[src/rtl/qc_ldpc_encoder.sv]
// qc_ldpc_encoder: systematic QC-LDPC encoder with weight-1 circulant parity generation
//   Parameters: Z bits per block, KB info blocks, MB parity blocks, SW-bit shift entries,
//   and SHIFT_TABLE, where entry (k,j) sits at [(k*MB+j)*SW +: SW] and all-ones means a zero circulant.
//   Ports: clk, rst (sync, active-high); in_valid/in_ready/in_data carry the info blocks in;
//   out_valid/out_ready/out_data/out_last carry KB info words and then MB parity words out.
//   out_last marks the final parity word of each codeword.
module qc_ldpc_encoder #(
   parameter int Z = 8,
   parameter int KB = 4,
   parameter int MB = 2,
   parameter int SW = 4,
   parameter logic [KB*MB*SW-1:0] SHIFT_TABLE = 32'h7F53F210
) (
   input  logic         clk,
   input  logic         rst,
   input  logic         in_valid,
   output logic         in_ready,
   input  logic [Z-1:0] in_data,
   output logic         out_valid,
   input  logic         out_ready,
   output logic [Z-1:0] out_data,
   output logic         out_last
);
   localparam int BMAX = (KB > MB) ? KB : MB;
   localparam int BW = (BMAX > 1) ? $clog2(BMAX) : 1;
   typedef enum logic {INFO, PARITY} state_t;
   state_t state_q, state_d;
   logic [BW-1:0] blk_cnt_q, blk_cnt_d;
   logic [MB-1:0][Z-1:0] acc_q, acc_d;
   logic out_valid_q, out_valid_d, out_last_q, out_last_d;
   logic [Z-1:0] out_data_q, out_data_d, par_sel;
   logic load_ok;
   // Rotate right by s; the all-ones shift encodes the zero circulant
   function automatic logic [Z-1:0] rot(input logic [Z-1:0] u, input logic [SW-1:0] s);
      return (s == '1) ? '0 : ((u >> s) | (u << (Z - int'(s))));
   endfunction
   assign load_ok = !out_valid_q || out_ready;
   assign in_ready = (state_q == INFO) && load_ok;
   assign out_valid = out_valid_q;
   assign out_data = out_data_q;
   assign out_last = out_last_q;
   always_comb begin
      par_sel = acc_q[0];
      for (int j = 1; j < MB; j++) if (blk_cnt_q == BW'(j)) par_sel = acc_q[j];
   end
   always_comb begin
      state_d = state_q;
      blk_cnt_d = blk_cnt_q;
      acc_d = acc_q;
      // A consumed word with nothing new to load drops valid; a stalled word holds
      out_valid_d = out_valid_q && !out_ready;
      out_data_d = out_data_q;
      out_last_d = out_last_q;
      if (state_q == INFO) begin
         if (in_valid && in_ready) begin
            out_valid_d = 1'b1;
            out_data_d = in_data;
            out_last_d = 1'b0;
            for (int k = 0; k < KB; k++)
               for (int j = 0; j < MB; j++)
                  if (blk_cnt_q == BW'(k)) acc_d[j] = acc_q[j] ^ rot(in_data, SHIFT_TABLE[(k*MB+j)*SW +: SW]);
            if (blk_cnt_q == BW'(KB-1)) begin
               blk_cnt_d = '0;
               state_d = PARITY;
            end else begin
               blk_cnt_d = blk_cnt_q + BW'(1);
            end
         end
      end else if (load_ok) begin
         out_valid_d = 1'b1;
         out_data_d = par_sel;
         out_last_d = (blk_cnt_q == BW'(MB-1));
         if (blk_cnt_q == BW'(MB-1)) begin
            acc_d = '0;
            blk_cnt_d = '0;
            state_d = INFO;
         end else begin
            blk_cnt_d = blk_cnt_q + BW'(1);
         end
      end
   end
   always_ff @(posedge clk) begin
      if (rst) begin
         state_q <= INFO;
         blk_cnt_q <= '0;
         acc_q <= '0;
         out_valid_q <= 1'b0;
         out_data_q <= '0;
         out_last_q <= 1'b0;
      end else begin
         state_q <= state_d;
         blk_cnt_q <= blk_cnt_d;
         acc_q <= acc_d;
         out_valid_q <= out_valid_d;
         out_data_q <= out_data_d;
         out_last_q <= out_last_d;
      end
   end
endmodule

[config.mk]
export PLATFORM = sky130hd
export DESIGN_NAME = qc_ldpc_encoder
export DESIGN_NICKNAME = d
export VERILOG_FILES = /design/src/rtl/qc_ldpc_encoder.sv
export SDC_FILE = /design/constraint.sdc
export NUM_CORES = 1
export LEC_CHECK = 0
export BUFFER_PORTS_ARGS = -buffer_cell sky130_fd_sc_hd__buf_2
export CORE_MARGIN = 2
export CORE_UTILIZATION = 52
export DETAILED_ROUTE_END_ITERATION = 8
export GPL_ROUTABILITY_DRIVEN = 0
export PLACE_DENSITY_LB_ADDON = 0.05
export SLEW_MARGIN = 20
export SYNTH_ARGS = -nofsm -noshare
export SYNTH_HDL_FRONTEND = slang
export SYNTH_SLANG_ARGS = --single-unit
[constraint.sdc]
create_clock -name clk -period 1.8 [get_ports clk]
set_input_delay 0.18 -clock clk [delete_from_list [all_inputs] [get_ports clk]]
set_output_delay 0.18 -clock clk [all_outputs]
set_load 0.02 [all_outputs]
# Word-level counts from Yosys, hierarchy flattened
# Cells that the tools add are included.
totals:
  reg_bits: 29
  in_bits: 12
  elab_cells: 72
classes:
  n_addsub: 1
  n_eq_ne: 7
  n_mux: 32
  n_bitwise: 12
  n_reduce_logical: 13
op_table:
  columns: ["operator", "count"]
  rows:
  - ["$mux 8", 12]
  - ["$mux 16", 4]
  - ["$xor 8x8->8", 6]
  - ["$mux 1", 11]
  - ["$mux 2", 5]
  - ["$reduce_and 5->1", 2]
  - ["$or 1x8->8", 1]
  - ["$or 3x8->8", 1]
  - ["$or 5x8->8", 1]
  - ["$or 6x8->8", 1]
  - ["$or 7x8->8", 1]
  - ["$eq 2x2->1 const B", 2]
  - ["$ne 2x1->1 const B", 2]
  - ["$ne 4x2->1 const B", 1]
  - ["$reduce_bool 4->1", 1]
  - ["$logic_and 1x1->1", 3]
  - ["$reduce_bool 3->1", 1]
  - ["$add 2x1->2 const B", 1]
  - ["$eq 2x1->1 const B", 1]
  - ["$logic_not 1->1", 2]
  - ["$logic_not 2->1", 1]
  - ["$ne 2x2->1 const B", 1]
  - ["$reduce_and 2->1", 1]
  - ["$reduce_bool 2->1", 1]
  - ["other kinds (2)", 2]

# Logic depth before layout (Yosys ltp)
depth:
  word_depth: 8
  mapped_depth: 7

# Worst setup path before layout
# OpenSTA, ideal clock, no wires.
synth_timing:
  path_kind: "reg2reg"
  startpoint: "register blk_cnt_q[1]"
  endpoint: "register acc_q[10] in the netlist's numbering"
  setup_time_ns: 0.118
  arrival_ns: 1.626
  setup_slack_ns: 0.056
  stages_incl_launch_ff: 8
  path_cell_list: "dfxtp_1 -> inv_1 -> ha_1 -> clkbuf_1 -> nand2b_1 -> a211oi_2 -> nand2_1 -> mux2i_1"
synth_via:
  elab_chain_len: 5
  word_cells_on_any_way: 12
  cone_classes: "eq/ne (5); mux (4); reduce/logical (3)"
synth_rtl:
  columns: ["item", "line", "text"]
  rows:
  - ["start: declaration", "28", "logic [BW-1:0] blk_cnt_q, blk_cnt_d;"]
  - ["start signal: assignment", "92", "blk_cnt_q <= blk_cnt_d;"]
  - ["$eq 2x2->1", "61", "if (blk_cnt_q == BW'(k)) acc_d[j] = acc_q[j] ^ rot(in_data, SHIFT_TABLE[(k*MB+j)*SW +: SW]);"]
  - ["$mux 8 (2 in series)", "61", null]
  - ["$mux 16", "55", "if (in_valid && in_ready) begin"]
  - ["$mux 16", "54", "if (state_q == INFO) begin"]
  - ["end signal: assignment", "86", "acc_q <= '0;"]
  - ["end signal: assignment", "93", "acc_q <= acc_d;"]
  - ["end: declaration", "29", "logic [MB-1:0][Z-1:0] acc_q, acc_d;"]
# Parallel ways exist; a longest one is shown, timed or not. The select of a mux whose other input is x is not followed.
# A chain may end at the register's enable or synchronous reset.

# Worst setup path after layout
layout_timing:
  startpoint: "register blk_cnt_q[1]"
  endpoint: "register acc_q[9] in the netlist's numbering"
# The elaborated chain is that of the path after synthesis.

==> run summary <==
run status -> finished, final reports clean
Worst-Margin Slew -> 0.4876 ns
Startpoint Class -> flip-flop
Req. time, crit path -> 2.02 ns
Chip Width -> 63.56 µm
Worst-Skew Late Latency -> 0.33 ns
antenna cells -> 0
CTS Buf Count -> 5
Die Y -> 63.56 µm
syn nets -> 245
Final nets -> 272
largest family of logic cells by synthesized area -> multiplexers
PD cells -> 893.6 nW/µm²
layout cell share with drive strength beyond 1 -> 0.1882
Final Slew Violations -> 0
RSZ-0062 raised after global routing -> false
leak pwr -> 0.9911 nW
Mapped Cells -> 227
core box area -> 3363 µm²
Yosys cell types -> 25
sequential share of the synthesized area -> 0.3148
post-synthesis register bit count -> 29
DP HPWL -> 3127 µm
Fin. Hold Viols -> 0
Critical Path AT -> 1.87 ns
first-pass GRT wire length -> 7314 µm
Cell Area, Synth -> 1844 µm²
WL final -> 4144 µm
ANT nets after route -> 0
hold_buf cts -> 0
Tmin final -> 1.650 ns
Root Driver -> clkbuf_4
CP max FO -> 8
fillers -> 330
initial antenna violation count -> 0
Synth area leaders -> dfxtp_1 31%, mux2i_1 27%, nand2_1 9.8%, nand2b_1 5.4%, o21ai_0 4.6%
die area -> 4039 µm²
vias in the first global route -> 1564
Peak Freq -> 0.6059 GHz
# DRC -> 0
area of the multi-input gates -> 1205 µm²
largest net degree at the start of global routing -> 17
Synth Area in Compound Gates -> 0.1126
via/cell ratio -> 5.392
clock transition at the registers of the reported paths -> 0.09 ns
# IOs -> 23
Tcrit/Tclk final -> 0.9169
Mapped Avg Cell Area -> 8.125 µm²
post-synth top area share -> 0.3148
Synth Area in Simple Gates -> 0.2171
GRT Overall Usage -> 0.2295
clk_skew -> 0.004530 ns
FF-to-FF Start -> blk_cnt_q[1]
WS Path Type -> reg2reg
CTS Sinks -> 29
critical hold path startpoint -> in_valid
area share of xor/xnor cells in the synthesized design -> 0.004749
Hold WC Path Type -> in2reg
initial detailed-routing violation count -> 52
Crit. Startpoint -> blk_cnt_q[1]
final worst setup slack -> 0.1497 ns
setup tns final -> 0 ns
mux cell area share after synthesis -> 0.2714
detailed-route via count -> 1623
synth-to-layout area growth -> 17.57%
CTS tree -> built
H-tree Lvls -> 2
PortBufs -> 22
row count -> 21
maxcap violations -> 0
Synth Warn # -> 0
endpoints failing setup -> 0
largest area contributor in the netlist -> dfxtp_1
Max Buffers Root-to-Sink -> 2
pre-CTS setup slack -> 0.03014 ns
TritonRoute pass-1 iters -> 4
WL/cell -> 13.77 µm
synthesized-area fraction occupied by adder cells -> 0.04071
critical path capture point type -> flip-flop
VDD IR max -> 0.0004056 V
initial core utilization -> 0.5484
Reg area -> 583.1 µm²
Slew HR -> 0.6727
GRT Residual Overflow -> 0
power by group:
part / leakage (nW) / internal (W) / switching [W]
Sequential: 0.239 / 0.000712 / 0.0000565
Combinational: 0.697 / 0.000232 / 0.000273
Clock: 0.0552 / 0.000430 / 0.000234
Total: 0.991 / 0.00137 / 0.000564
per-stage QoR:
step | hold WS, ns | util | cells | power, W | area, µm²
4_1_cts | 0.1329 | 0.6380 | 300 | 0.001941 | 2146
3_5_place_dp | 0.4685 | 0.6075 | 292 | 0.001270 | 2043
2_1_floorplan | 0.2521 | - | 227 | 0.001124 | 1844
5_1_grt | 0.1671 | 0.6447 | 301 | 0.002044 | 2168
6_report | 0.1459 | 0.6447 | 301 | 0.001938 | 2168
3_3_place_gp | 0.4533 | 0.6075 | 292 | 0.001253 | 2043
synthesized netlist by cell type (all sizes together):
master,n
a211oi,3
a21oi,8
a311oi,1
a31oi,2
a32oi,1
a41oi,1
buf,5
clkbuf,9
dfxtp,29
ha,6
inv,2
mux2i,50
nand2,48
nand2b,17
nor2,20
nor2b,3
nor3,2
o211a,1
o21ai,17
or2b,1
xnor2,1
critical path: stages, from the launching register on:
cell      delay [ns]
dfxtp_2         0.39
inv_1           0.11
ha_1            0.22
nand2b_1        0.18
a211oi_4        0.24
buf_4           0.19
nand2_1         0.08
mux2i_1         0.12
flip-flops by register name, summed over array words and instances (netlist names):
signal,count
acc_q,16
out_data,8
blk_cnt_q,2
out_last,1
out_valid,1
state_q,1
area by class of cell:
type,instances,share of cell area
Multi-Input combinational cell,182,0.5557
Clock buffer,5,0.01731
Timing Repair Buffer,34,0.09810
Inverter,2,0.003462
Sequential cell,29,0.2689
Clock inverter,3,0.03001
Tap cell,46,0.02654
logic make-up after synthesis:
kind of cell,count (synthesis)
DFF,29
and+or+nand+nor,91
xor gates and xnor gates,1
muxes,50
buffers and inverters,16
AOI/OAI and AO/OA,34
adders and majority gates,6
metal layers:
metal  part of all wire  wire, µm  global-route usage
met4              0.023        96             0.09511
met3              0.032       134             0.04821
met2               0.50      2057              0.3855
met5                  0         0                   0
met1               0.45      1856              0.2838
layout by cell type (no fill, tap or decap), types with 3 or more instances in the layout:
cell type  count
ha_1           6
mux2i_1       50
a21oi_1        8
clkbuf_4       5
nand2_1       48
dfxtp_1       27
nor2b_1        3
buf_4         11
nand2b_1      16
nor2_1        20
o21ai_0       16
buf_2         22
timing repair:
item	in CTS	in global routing
buffers inserted	0	1
resized for setup	0	4
endpoints found under the setup margin	0	15
final timing paths:
kind / cells past startpoint / endpoint / slack, ns
worst max-delay path: 7 / acc_q[9] / 0.15
worst min-delay path: 3 / out_valid / 0.15
worst max register to register: 7 / acc_q[9] / 0.15
worst min register to register: 2 / acc_q[15] / 0.48
(Power assumes the default switching activity.)
